### config.mk
export PLATFORM = sky130hd
export DESIGN_NAME = branch_predict_ctrl
export DESIGN_NICKNAME = d
export VERILOG_FILES = /design/src/rtl/bp_pkg.sv /design/src/rtl/bp_table.sv /design/src/rtl/branch_predict_ctrl.sv
export SDC_FILE = /design/constraint.sdc
export NUM_CORES = 1
export LEC_CHECK = 0
export BUFFER_PORTS_ARGS = -buffer_cell sky130_fd_sc_hd__clkbuf_2
export CELL_PAD_IN_SITES_DETAIL_PLACEMENT = 1
export CELL_PAD_IN_SITES_GLOBAL_PLACEMENT = 1
export CORE_MARGIN = 5
export CORE_UTILIZATION = 43
export DETAILED_ROUTE_END_ITERATION = 7
export PLACE_DENSITY = 0.8
export REMOVE_ABC_BUFFERS = 1
export SKIP_CTS_REPAIR_TIMING = 1
export SYNTH_ARGS = -nofsm -noshare
export SYNTH_HDL_FRONTEND = slang
export SYNTH_SLANG_ARGS = --single-unit
### constraint.sdc
create_clock -name clk -period 2.65 [get_ports clk]
set_clock_uncertainty 0.2 [all_clocks]
set_input_delay 0 -clock clk [delete_from_list [all_inputs] [get_ports clk]]
set_output_delay 0 -clock clk [all_outputs]
set_load 0.02 [all_outputs]
### src/rtl/bp_pkg.sv
// Shared types and constants for the branch predictor: FSM states,
// 2-bit saturating counter encodings and the counter update helper.
package bp_pkg;

    typedef enum logic [0:0] {
        IDLE  = 1'b0,
        FLUSH = 1'b1
    } bp_state_t;

    localparam logic [1:0] CNT_SNT   = 2'b00;
    localparam logic [1:0] CNT_WNT   = 2'b01;
    localparam logic [1:0] CNT_WT    = 2'b10;
    localparam logic [1:0] CNT_ST    = 2'b11;
    localparam logic [1:0] CNT_RESET = CNT_WNT;

    function automatic logic [1:0] cnt_update(input logic [1:0] cnt, input logic taken);
        if (taken) begin
            return (cnt == CNT_ST) ? CNT_ST : cnt + 2'd1;
        end
        return (cnt == CNT_SNT) ? CNT_SNT : cnt - 2'd1;
    endfunction

endpackage

### src/rtl/bp_table.sv
// Direct-mapped branch target buffer: combinational lookup port and a
// synchronous train/allocate port that read-modify-writes the indexed entry.
module bp_table
    import bp_pkg::*;
#(
    parameter int PC_W    = 9,
    parameter int ENTRIES = 16
) (
    input  logic            clk,
    input  logic            reset,
    input  logic [PC_W-1:0] rd_pc,
    output logic            rd_hit,
    output logic [1:0]      rd_cnt,
    output logic [PC_W-1:0] rd_target,
    input  logic            wr_en,
    input  logic [PC_W-1:0] wr_pc,
    input  logic            wr_taken,
    input  logic [PC_W-1:0] wr_target
);
    localparam int IDX_W = $clog2(ENTRIES);
    localparam int TAG_W = PC_W - 2 - IDX_W;

    logic            valid_reg [ENTRIES];
    logic [1:0]      cnt_reg   [ENTRIES];
    logic [TAG_W-1:0] tag_mem  [ENTRIES];
    logic [PC_W-1:0] target_mem [ENTRIES];

    logic [IDX_W-1:0] rd_idx, wr_idx;
    logic [TAG_W-1:0] rd_tag, wr_tag;
    logic             wr_hit;
    logic             unused_pc_bits;

    assign rd_idx = rd_pc[IDX_W+1:2];
    assign rd_tag = rd_pc[PC_W-1:IDX_W+2];
    assign wr_idx = wr_pc[IDX_W+1:2];
    assign wr_tag = wr_pc[PC_W-1:IDX_W+2];
    assign unused_pc_bits = ^{rd_pc[1:0], wr_pc[1:0]};

    assign rd_hit    = valid_reg[rd_idx] && (tag_mem[rd_idx] == rd_tag);
    assign rd_cnt    = cnt_reg[rd_idx];
    assign rd_target = target_mem[rd_idx];
    assign wr_hit    = valid_reg[wr_idx] && (tag_mem[wr_idx] == wr_tag);

    always_ff @(posedge clk or posedge reset) begin
        if (reset) begin
            for (int i = 0; i < ENTRIES; i++) begin
                valid_reg[i] <= 1'b0;
                cnt_reg[i]   <= CNT_RESET;
            end
        end else if (wr_en) begin
            if (wr_hit) begin
                cnt_reg[wr_idx] <= cnt_update(cnt_reg[wr_idx], wr_taken);
            end else if (wr_taken) begin
                valid_reg[wr_idx] <= 1'b1;
                cnt_reg[wr_idx]   <= CNT_WT;
            end
        end
    end

    // Tag and target only change on taken outcomes; a not-taken miss writes nothing.
    always_ff @(posedge clk) begin
        if (wr_en && wr_taken) begin
            tag_mem[wr_idx]    <= wr_tag;
            target_mem[wr_idx] <= wr_target;
        end
    end

endmodule

### src/rtl/branch_predict_ctrl.sv
// Fetch-side branch predictor and redirect controller. Optional performance
// counters are built when BP_PERF_EN is defined; otherwise they read as zero.
module branch_predict_ctrl
    import bp_pkg::*;
#(
    parameter int PC_W        = 9,
    parameter int BTB_ENTRIES = 16
) (
    input  logic            clk,
    input  logic            reset,
    input  logic [PC_W-1:0] if_pc,
    output logic            pred_taken,
    output logic [31:0]     pred_target,
    input  logic            ex_valid,
    input  logic            ex_stall,
    input  logic [PC_W-1:0] ex_pc,
    input  logic            ex_branch,
    input  logic            ex_jalr,
    input  logic            ex_pcsel,
    input  logic [31:0]     ex_brpc,
    input  logic            ex_pred_taken,
    input  logic [31:0]     ex_pred_target,
    output logic            redirect,
    output logic [31:0]     redirect_pc,
    output logic            flush,
    output logic [31:0]     perf_branches,
    output logic [31:0]     perf_mispredicts
);
    logic            lookup_hit;
    logic [1:0]      lookup_cnt;
    logic [PC_W-1:0] lookup_target;
    logic            evaluate, mispredict, train;
    logic [31:0]     correct_pc;
    bp_state_t       state_reg, state_next;
    logic [31:0]     redirect_pc_reg, redirect_pc_next;

    bp_table #(.PC_W(PC_W), .ENTRIES(BTB_ENTRIES)) u_table (
        .clk       (clk),
        .reset     (reset),
        .rd_pc     (if_pc),
        .rd_hit    (lookup_hit),
        .rd_cnt    (lookup_cnt),
        .rd_target (lookup_target),
        .wr_en     (train),
        .wr_pc     (ex_pc),
        .wr_taken  (ex_pcsel),
        .wr_target (ex_brpc[PC_W-1:0])
    );

    assign pred_taken  = lookup_hit && lookup_cnt[1];
    assign pred_target = lookup_hit ? {{(32-PC_W){1'b0}}, lookup_target} : 32'd0;

    // The instruction in EX during FLUSH is on the wrong path, so nothing is evaluated.
    assign evaluate   = (state_reg == IDLE) && ex_valid && !ex_stall;
    assign mispredict = (ex_pcsel != ex_pred_taken) || (ex_pcsel && (ex_brpc != ex_pred_target));
    assign correct_pc = ex_pcsel ? ex_brpc : {{(32-PC_W){1'b0}}, ex_pc} + 32'd4;
    assign train      = evaluate && ex_branch && !ex_jalr;

    always_comb begin
        state_next       = state_reg;
        redirect_pc_next = redirect_pc_reg;
        case (state_reg)
            IDLE: begin
                if (evaluate && mispredict) begin
                    state_next       = FLUSH;
                    redirect_pc_next = correct_pc;
                end
            end
            FLUSH:   state_next = IDLE;
            default: state_next = IDLE;
        endcase
    end

    always_ff @(posedge clk or posedge reset) begin
        if (reset) begin
            state_reg       <= IDLE;
            redirect_pc_reg <= 32'd0;
        end else begin
            state_reg       <= state_next;
            redirect_pc_reg <= redirect_pc_next;
        end
    end

    assign redirect    = (state_reg == FLUSH);
    assign flush       = (state_reg == FLUSH);
    assign redirect_pc = redirect_pc_reg;

`ifdef BP_PERF_EN
    logic [31:0] perf_branches_reg, perf_mispredicts_reg;

    always_ff @(posedge clk or posedge reset) begin
        if (reset) begin
            perf_branches_reg    <= 32'd0;
            perf_mispredicts_reg <= 32'd0;
        end else begin
            if (evaluate && (ex_branch || ex_jalr) && (perf_branches_reg != 32'hFFFF_FFFF))
                perf_branches_reg <= perf_branches_reg + 32'd1;
            if (evaluate && mispredict && (perf_mispredicts_reg != 32'hFFFF_FFFF))
                perf_mispredicts_reg <= perf_mispredicts_reg + 32'd1;
        end
    end

    assign perf_branches    = perf_branches_reg;
    assign perf_mispredicts = perf_mispredicts_reg;
`else
    assign perf_branches    = 32'd0;
    assign perf_mispredicts = 32'd0;
`endif

endmodule

* After elaboration in Yosys (flattened, before gate mapping) *
Memories as Yosys holds them, arrays and structs flattened.
Index checks and enable logic that the tools add are counted.
W data, S select, Z words.

operators by class
  equality and inequality tests = 5
  muxes and demuxes = 34
  $add $sub $neg = 3
  reductions and logical operators = 19
  bitwise gates (word level) = 8
  magnitude comparators = 3

operators with widths
  operator                number
  $mux W32                3
  $bwmux W32              1
  $ne A32 B32 Y1          1
  $or A16 B16 Y16         2
  $mux W2                 11
  $and A16 B16 Y16        1
  $bmux W2 S4             2
  $not A16 Y16            1
  $logic_and A1 B1 Y1     11
  $mux W1                 11
  $add A9 B3 Y10 const B  1
  $ge A5 B5 Y1 const B    2
  $not A4 Y5              2
  $mux W9                 1
  $bmux W1 S4             2
  $demux W2 S4            1
  $eq A3 B3 Y1            2
  $lt A5 B1 Y1 const B    1
  $demux W1 S4            1
  $reduce_and A2 Y1       2
  $reduce_and A3 Y1       1
  $add A2 B1 Y2 const B   1
  $eq A2 B2 Y1 const B    1
  $logic_not A1 Y1        2
  other kinds (7)         8

storage, ports and cells
  input bits = 90
  bits in writable memories = 192
  output and inout port bits = 131
  flip-flop bits (word level) = 81
  memories kept = 2

memories
  name                depth  bits a word  rd ports  clocked after memory_dff  write ports  RTL line        RTL
  u_table.target_mem  16     9            1         0                         1            bp_table.sv:26  logic [PC_W-1:0] target_mem [ENTRIES];
  u_table.tag_mem     16     3            2         0                         1            bp_table.sv:25  logic [TAG_W-1:0] tag_mem [ENTRIES];

* Longest topological paths before layout *
Gate-level depths: netlist of run 1.

  depth in word-level cells = 12
  depth in mapped cells = 10

* Cells and area by module *
From an unflattened synthesis of run 1, not the netlist that was laid out.

second synthesis, totals
  cells, all modules = 872
  area total of the unflattened synthesis = 13385.3 µm²

by module, submodules not included
  module               times used  cells each  area an instance (µm²)  seq. area each (µm²)
  bp_table             1           579         10697.8                 6986.7
  branch_predict_ctrl  1           293         2687.6                  825.8

* Least setup slack after synthesis of run 1 *
No wires, ideal clock.

  path type = register to register
  from = reg state_reg (netlist: flush)
  to = mem u_table.tag_mem[4][0] (netlist bit), enable pin
  path slack = -0.159 ns
  cell stages (with the launch flop) = 9
  data arrival time = 2.229 ns
  cells stage by stage = dfrtp_1 nor3b_1 and3b_1 clkbuf_1 and2_1 clkbuf_1 clkbuf_1 nand2_1 nor2_1

between the ends
  cells in the longest elaborated chain, start to end = 8

ends and longest elaborated chain
  what                               RTL line                   RTL
  start, declared                    branch_predict_ctrl.sv:34  bp_state_t state_reg, state_next;
  start signal, assigned             branch_predict_ctrl.sv:79  state_reg <= state_next;
  $not A1 Y1 (no line)               -
  $logic_and A1 B1 Y1 (2 in series)  branch_predict_ctrl.sv:54  assign evaluate = (state_reg == IDLE) && ex_valid && !ex_stall;
  $logic_and A1 B1 Y1 (2 in series)  branch_predict_ctrl.sv:57  assign train = evaluate && ex_branch && !ex_jalr;
  $logic_and A1 B1 Y1                bp_table.sv:62             if (wr_en && wr_taken) begin
  $mux W1                            bp_table.sv:62
  $mux W1 (not written as such)      bp_table.sv:63             tag_mem[wr_idx] <= wr_tag;
  end, declared                      bp_table.sv:25

Every way passes these cells.

==> flow_metrics.tcl, run 1 <==
set metrics [dict create \
    top_usage_layer "met2" \
    final_layout_size_suffix_gt1_share_pct 37.23 \
    ir_drop_v 0.0004662 \
    htree_levels 1 \
    timing.final.ws_setup_ps -480.0 \
    yosys_warnings 0 \
    ys_ff_latch 273 \
    fmaxAchievable_ghz 0.3195 \
    fin_crit_sh_pct 118.1 \
    synth_edf_count 192 \
    min_path_type "in2reg" \
    synth_top_area_share_pct 42.22 \
    grtUsageTotal_pct 21.13 \
    routabilityCongestion 0.8535 \
    grt_use_met2_pct 36.32 \
    hold_violations 13 \
    synth_cell_types 49 \
    grt_pass1_wl_microns 57790 \
    drt-total-wl_microns 41070 \
    cts_root_buf "clkbuf_16" \
    fin_area_sq_mm 0.01715 \
    maxCapViolCount 0 \
    grt_pass1_vias 9312 \
    drcViolationCount 0 \
    place_area_sq_mm 0.01503 \
    numPortBuffers 131 \
    slew_headroom_pct 49.93 \
    clock_latency_ps 570 \
    cp-start-kind "flop" \
    slew_violations 0 \
    first_iter_violations 647 \
    setup_tns_ps -10510 \
    r2r_start "u_table.tag_mem[11][1]" \
    crit_fanout 3 \
    grt_use_met3_pct 4.113 \
    arrival_ps 2930 \
    synth_area_leaders "edfxtp_1, mux4_2, dfrtp_1" \
    post-place-ws_ps 1.084 \
    crit_path_end_kind "output port" \
    rsz0062_at_grt "true" \
    cellPowerDensity_mw_per_mm2 623.9 \
    min_period_ps 3130 \
    path_cells "mux4_2, mux4_2, xnor2_2, nand4_1, buf_6, buf_6, nor2b_4, buf_6, buf_6" \
    synth_top_family_by_area "multiplexers" \
    hold_depth 4 \
    syn_inst 905 \
    min_from "ex_pcsel" \
    top_regs "u_table.target_mem (144), u_table.tag_mem (48)" \
    die_y_microns 188.2 \
    vias 8940 \
    tightest_slew_ps 749.4 \
    largest_reg_flops 144 \
    synth_common_cells "edfxtp_1, buf_4, mux4_2" \
    die-area_sq_mm 0.03542 \
    diodes 0 \
    start_util_pct 43.38 \
    cpPeakStageDelay_ps 540 \
    ff2ff_setup_slack_ps -250 \
    synth_xor_area_share_pct 2.896 \
    synth_largest_area_cell "edfxtp_1" \
    worstHoldEndpoint "redirect_pc[11]" \
    crit_top_cell "buf_6" \
    yosys.area_share.simple_pct 7.395 \
    antenna_found_initial 0 \
    tritoncts "done" \
    criticalPathCategory "reg2out" \
    rr_endpoint "u_table.cnt_reg[27]" \
    muxShareOfSynthArea_pct 18.81 \
    synth.most_common_cell "edfxtp_1" \
    area_delta_synth_final_pct 25.59 \
    viasPerCell 5.616 \
    grt_overflow 0 \
    r2r_cells 8 \
    clkTransAtPathRegs_ps 60 \
    dp_hpwl_microns 26350 \
    design.final.nets 1260 \
    synth_compound_area_share_pct 5.333 \
    netlist_area_sq_mm 0.01365 \
    worstPathRequired_ps 2450 \
    synth.avg_cell_area_sq_um 15.09 \
    yosysSeqAreaShare_pct 57.22 \
    core_area_sq_mm 0.03147 \
    synth_flop_cell "edfxtp_1" \
    final-setup-viol-count 58 \
    ant_nets 0 \
    die-width_microns 188.2 \
    violations "hold timing, setup timing" \
    post-route-util_pct 54.49 \
    synthAdderAreaFrac_pct 0.4398 \
    drtPass1Iterations 5 \
    std_cell_rows 65 \
    grt_max_degree 52 \
    power.leakage_nw 6.780 \
    detail_route.wl_per_cell_microns 25.80 \
    slowest_stage "mux4_2" \
    pin_count 221 \
    clockBufferDepth 3 \
    top_register "u_table.target_mem" \
    path_buf_inv 4 \
    met1_usage_pct 27.96 \
    fillers 3015 \
    critPathTopFamily "multiplexers" \
    fin_hold_ws_ps -78.66 \
    async_reset_ff_share_pct 29.67 \
    numClockSinks 273 \
    cts_buffers 30 \
    status "finished, violations left" \
]
## cells by family after synthesis
group,after synthesis
flip-flops,273
AND/OR/NAND/NOR,207
buffers and inverters,173
multiplexers,137
AO/OA/AOI/OAI,66
XOR/XNOR,43
adder cells (fa/ha/maj),5
other,1
## power by group
group          switching, mW  internal [mW]  leakage (nW)
Combinational          0.834          0.558          3.51
Clock                   1.80           2.72         0.524
Sequential            0.0875           4.70          2.75
## worst reg2reg max path: cells and delay by family, from the launching register on
family	cells	cell delay (ps)
muxes	2	1030
AOI/OAI and AO/OA	2	480
buffers and inverters	3	460
DFF	1	410
xor gates and xnor gates	1	190
## final cells by class
type                       instances  area (sq um)  area share (%)
clock buffer                      39         835.8           4.874
multi-input combinational        545          5255           30.64
sequential                       273          7812           45.56
timing repair buffer             291          2402           14.01
tap                              402         503.0           2.933
inverter                          25         95.09          0.5545
clock inverter                    17         245.2           1.430
## through the flow
| step | std cells | hold WS, ps | power, mW |
|---|---|---|---|
| 3_5_place_dp | 1459 | -133.1 | 6.122 |
| 6_report | 1592 | -78.66 | 10.70 |
| 3_3_place_gp | 1459 | -135.7 | 6.078 |
| 4_1_cts | 1515 | -711.2 | 10.61 |
| 2_1_floorplan | 843 | -101.1 | 5.544 |
| 5_1_grt | 1592 | -8.383 | 11.07 |
## layer usage
metal  up-vias  wire, microns
met5         -              0
met4         0            981
met3        67           2978
met2       414          21150
met1      4659          15970
li1       3800              -
## layout by cell type (no fill, tap or decap), drive strengths merged, types with 13 or more instances in the layout
cell type    instances
edfxtp             192
clkbuf             163
buf                103
mux4                93
conb                87
dfrtp               65
dlygate4sd3         64
nor2                61
nand2               59
mux2i               29
xor2                28
inv                 23
nand3               19
nand2b              18
a41o                16
dfstp               16
o221ai              16
a221oi              16
mux2                15
xnor2               15
nor2b               15
clkinv              13
## how the worst max path moves through the flow
stage,from,cells past startpoint,slack [ps],end
global placement,ex_brpc[8],10,-6,redirect_pc[13]
finish,u_table.tag_mem[3][0],9,-480,pred_taken
detailed placement,u_table.tag_mem[5][1],6,1,u_table.cnt_reg[7]
floorplan,flush,4,-1070,redirect_pc[0]
global route,u_table.tag_mem[3][0],9,-500,pred_taken
CTS,u_table.tag_mem[1][0],8,-540,pred_taken
(Power assumes the default switching activity.)
==> run 2, diff against run 1 <==
- SKIP_LAST_GASP: unset -> 1
- TNS_END_PERCENT: unset -> 1
==> run 2 against run 1 <==
  * Total power decreased by 0.32%
  * Final area is 1.5% lower
  * Sequential cell count is the same
  * Die area unchanged
  * The flow still finishes with violations (hold timing, setup timing)
  * Critical path depth is the same
  * Wire length down 2.9%
  * Sequential share of layout area increased by 0.70 points
  * Clock-buffer cell count stayed put
==> flow_metrics.tcl, run 2 (synthesis gave the netlist of run 1 again) <==
set metrics [dict create \
    status "finished, violations left" \
    violations "hold timing, setup timing" \
    grt_use_met2_pct 36.32 \
    fin_crit_sh_pct 117.6 \
    internal-power_mw 7.968 \
    hold_violations 1 \
    worstPathRequired_ps 2450 \
    dp_hpwl_microns 26350 \
    post-route-util_pct 53.67 \
    switching_share_pct 25.28 \
    final_layout_size_suffix_gt1_share_pct 36.34 \
    diodes 0 \
    detail_route.wl_per_cell_microns 25.10 \
    grt_overflow 0 \
    post-place-ws_ps 1.084 \
    ir_drop_v 0.0005208 \
    viasPerCell 5.598 \
    fmaxAchievable_ghz 0.3208 \
    start_util_pct 43.38 \
    timing.final.ws_setup_ps -466.9 \
    htree_levels 1 \
    design.final.nets 1256 \
    tightest_slew_ps 745.3 \
    cp-start-kind "flop" \
    slew_violations 0 \
    crit_path_end_kind "output port" \
    crit_fanout 3 \
    most-common-layout-cells "edfxtp_1, clkbuf_2, mux4_2" \
    largest_reg_flops 144 \
    cts_root_buf "clkbuf_16" \
    cellPowerDensity_mw_per_mm2 631.3 \
    die-area_sq_mm 0.03542 \
    grtUsageTotal_pct 21.13 \
    seqPwrFrac_pct 44.9 \
    die-width_microns 188.2 \
    tritoncts "done" \
    clock_latency_ps 580 \
    final-setup-viol-count 58 \
    pin_count 221 \
    grt_pass1_wl_microns 57790 \
    clockBufferDepth 3 \
    cts_buffers 30 \
    numClockSinks 273 \
    top_regs "u_table.target_mem (144), u_table.tag_mem (48)" \
    layout_commonest_cell "edfxtp_1" \
    min_path_type "in2reg" \
    met1_usage_pct 27.96 \
    arrival_ps 2920 \
    criticalPathCategory "reg2out" \
    finalNonFillerCells 1588 \
    drt-total-wl_microns 39860 \
    routabilityCongestion 0.8535 \
    rsz0062_at_grt "true" \
    power.leakage_nw 6.706 \
    final-seq-area_sq_mm 0.007812 \
    grt_pass1_vias 9312 \
    top_register "u_table.target_mem" \
    min_period_ps 3117 \
    grt_use_met3_pct 4.113 \
    ant_nets 0 \
    drcViolationCount 0 \
    clkTransAtPathRegs_ps 70 \
    power_frac_comb_pct 12.8 \
    die_y_microns 188.2 \
    placed_cells 1459 \
    antenna_found_initial 0 \
    area_delta_synth_final_pct 23.71 \
    maxCapViolCount 0 \
    numPortBuffers 131 \
    multi_input_area_sq_mm 0.005130 \
    first_iter_violations 703 \
    core_area_sq_mm 0.03147 \
    grt_max_degree 52 \
    p_sw_mw 2.696 \
    drtPass1Iterations 5 \
    fillers 3040 \
    vias 8890 \
    top_usage_layer "met2" \
    std_cell_rows 65 \
    power_frac_clock_pct 42.3 \
    fin_hold_ws_ps -9.612 \
    slew_headroom_pct 50.20 \
]
## run 2: cell count changes in the layout (fill, tap and decap cells not counted), sizes merged
cell,change
clkbuf,-4
buf,-1
dlygate4sd3,+1
## run 2: layout make-up
class	instances	area share, %
flip-flops and latches	273	46.25
multi-input cells	545	30.37
repair buffers	287	13.44
clock buffers	39	4.948
well taps	402	2.978
clock inverters	17	1.452
inverters	25	0.5630
## run 2: power by group through the flow
stage	registers, mW	clock network, mW	logic (mW)
floorplan	4.97	0	0.572
global placement	4.85	0	1.22
detailed placement	4.86	0	1.26
CTS	4.78	4.56	1.27
global route	4.80	4.80	1.45
finish	4.79	4.52	1.36
## run 2: worst max-delay path: stages, from the launching register on
cell and delay, ps:
edfxtp_1 430, mux4_2 500, mux4_2 540, xnor2_2 160, nand4_1 100, buf_6 150
buf_6 120, nor2b_4 110, buf_6 120, buf_6 110
## run 2: per-layer routing
| layer | wire length, microns | up-vias | part of all wire, % |
|---|---|---|---|
| li1 | - | 3791 | - |
| met1 | 16090 | 4670 | 40 |
| met2 | 20380 | 382 | 51 |
| met3 | 2623 | 47 | 6.6 |
| met4 | 762 | 0 | 1.9 |
| met5 | 0 | - | 0 |
## run 2: final timing paths
check	from	to	slack (ps)	cells after the start
setup reg to reg	u_table.tag_mem[11][1]	u_table.cnt_reg[27]	-150	7
hold / removal	ex_pc[2]	redirect_pc[2]	-10	3
hold reg to reg	u_table.valid_reg[12]	u_table.valid_reg[12]	310	1
min in group asynchronous	reset	u_table.cnt_reg[11]	420	4
max in group asynchronous	reset	u_table.cnt_reg[4]	1140	5
setup / recovery	u_table.tag_mem[0][0]	pred_taken	-470	9
## run 2: per-stage QoR
| step | instance area [sq um] | total power [mW] | setup TNS, ps |
|---|---|---|---|
| floorplan | 13000 | 5.544 | -114740 |
| global placement | 15030 | 6.078 | -29.12 |
| detailed placement | 15030 | 6.122 | 0 |
| CTS | 16110 | 10.61 | -5070 |
| global route | 16890 | 11.05 | -12000 |
| finish | 16890 | 10.66 | -7946 |
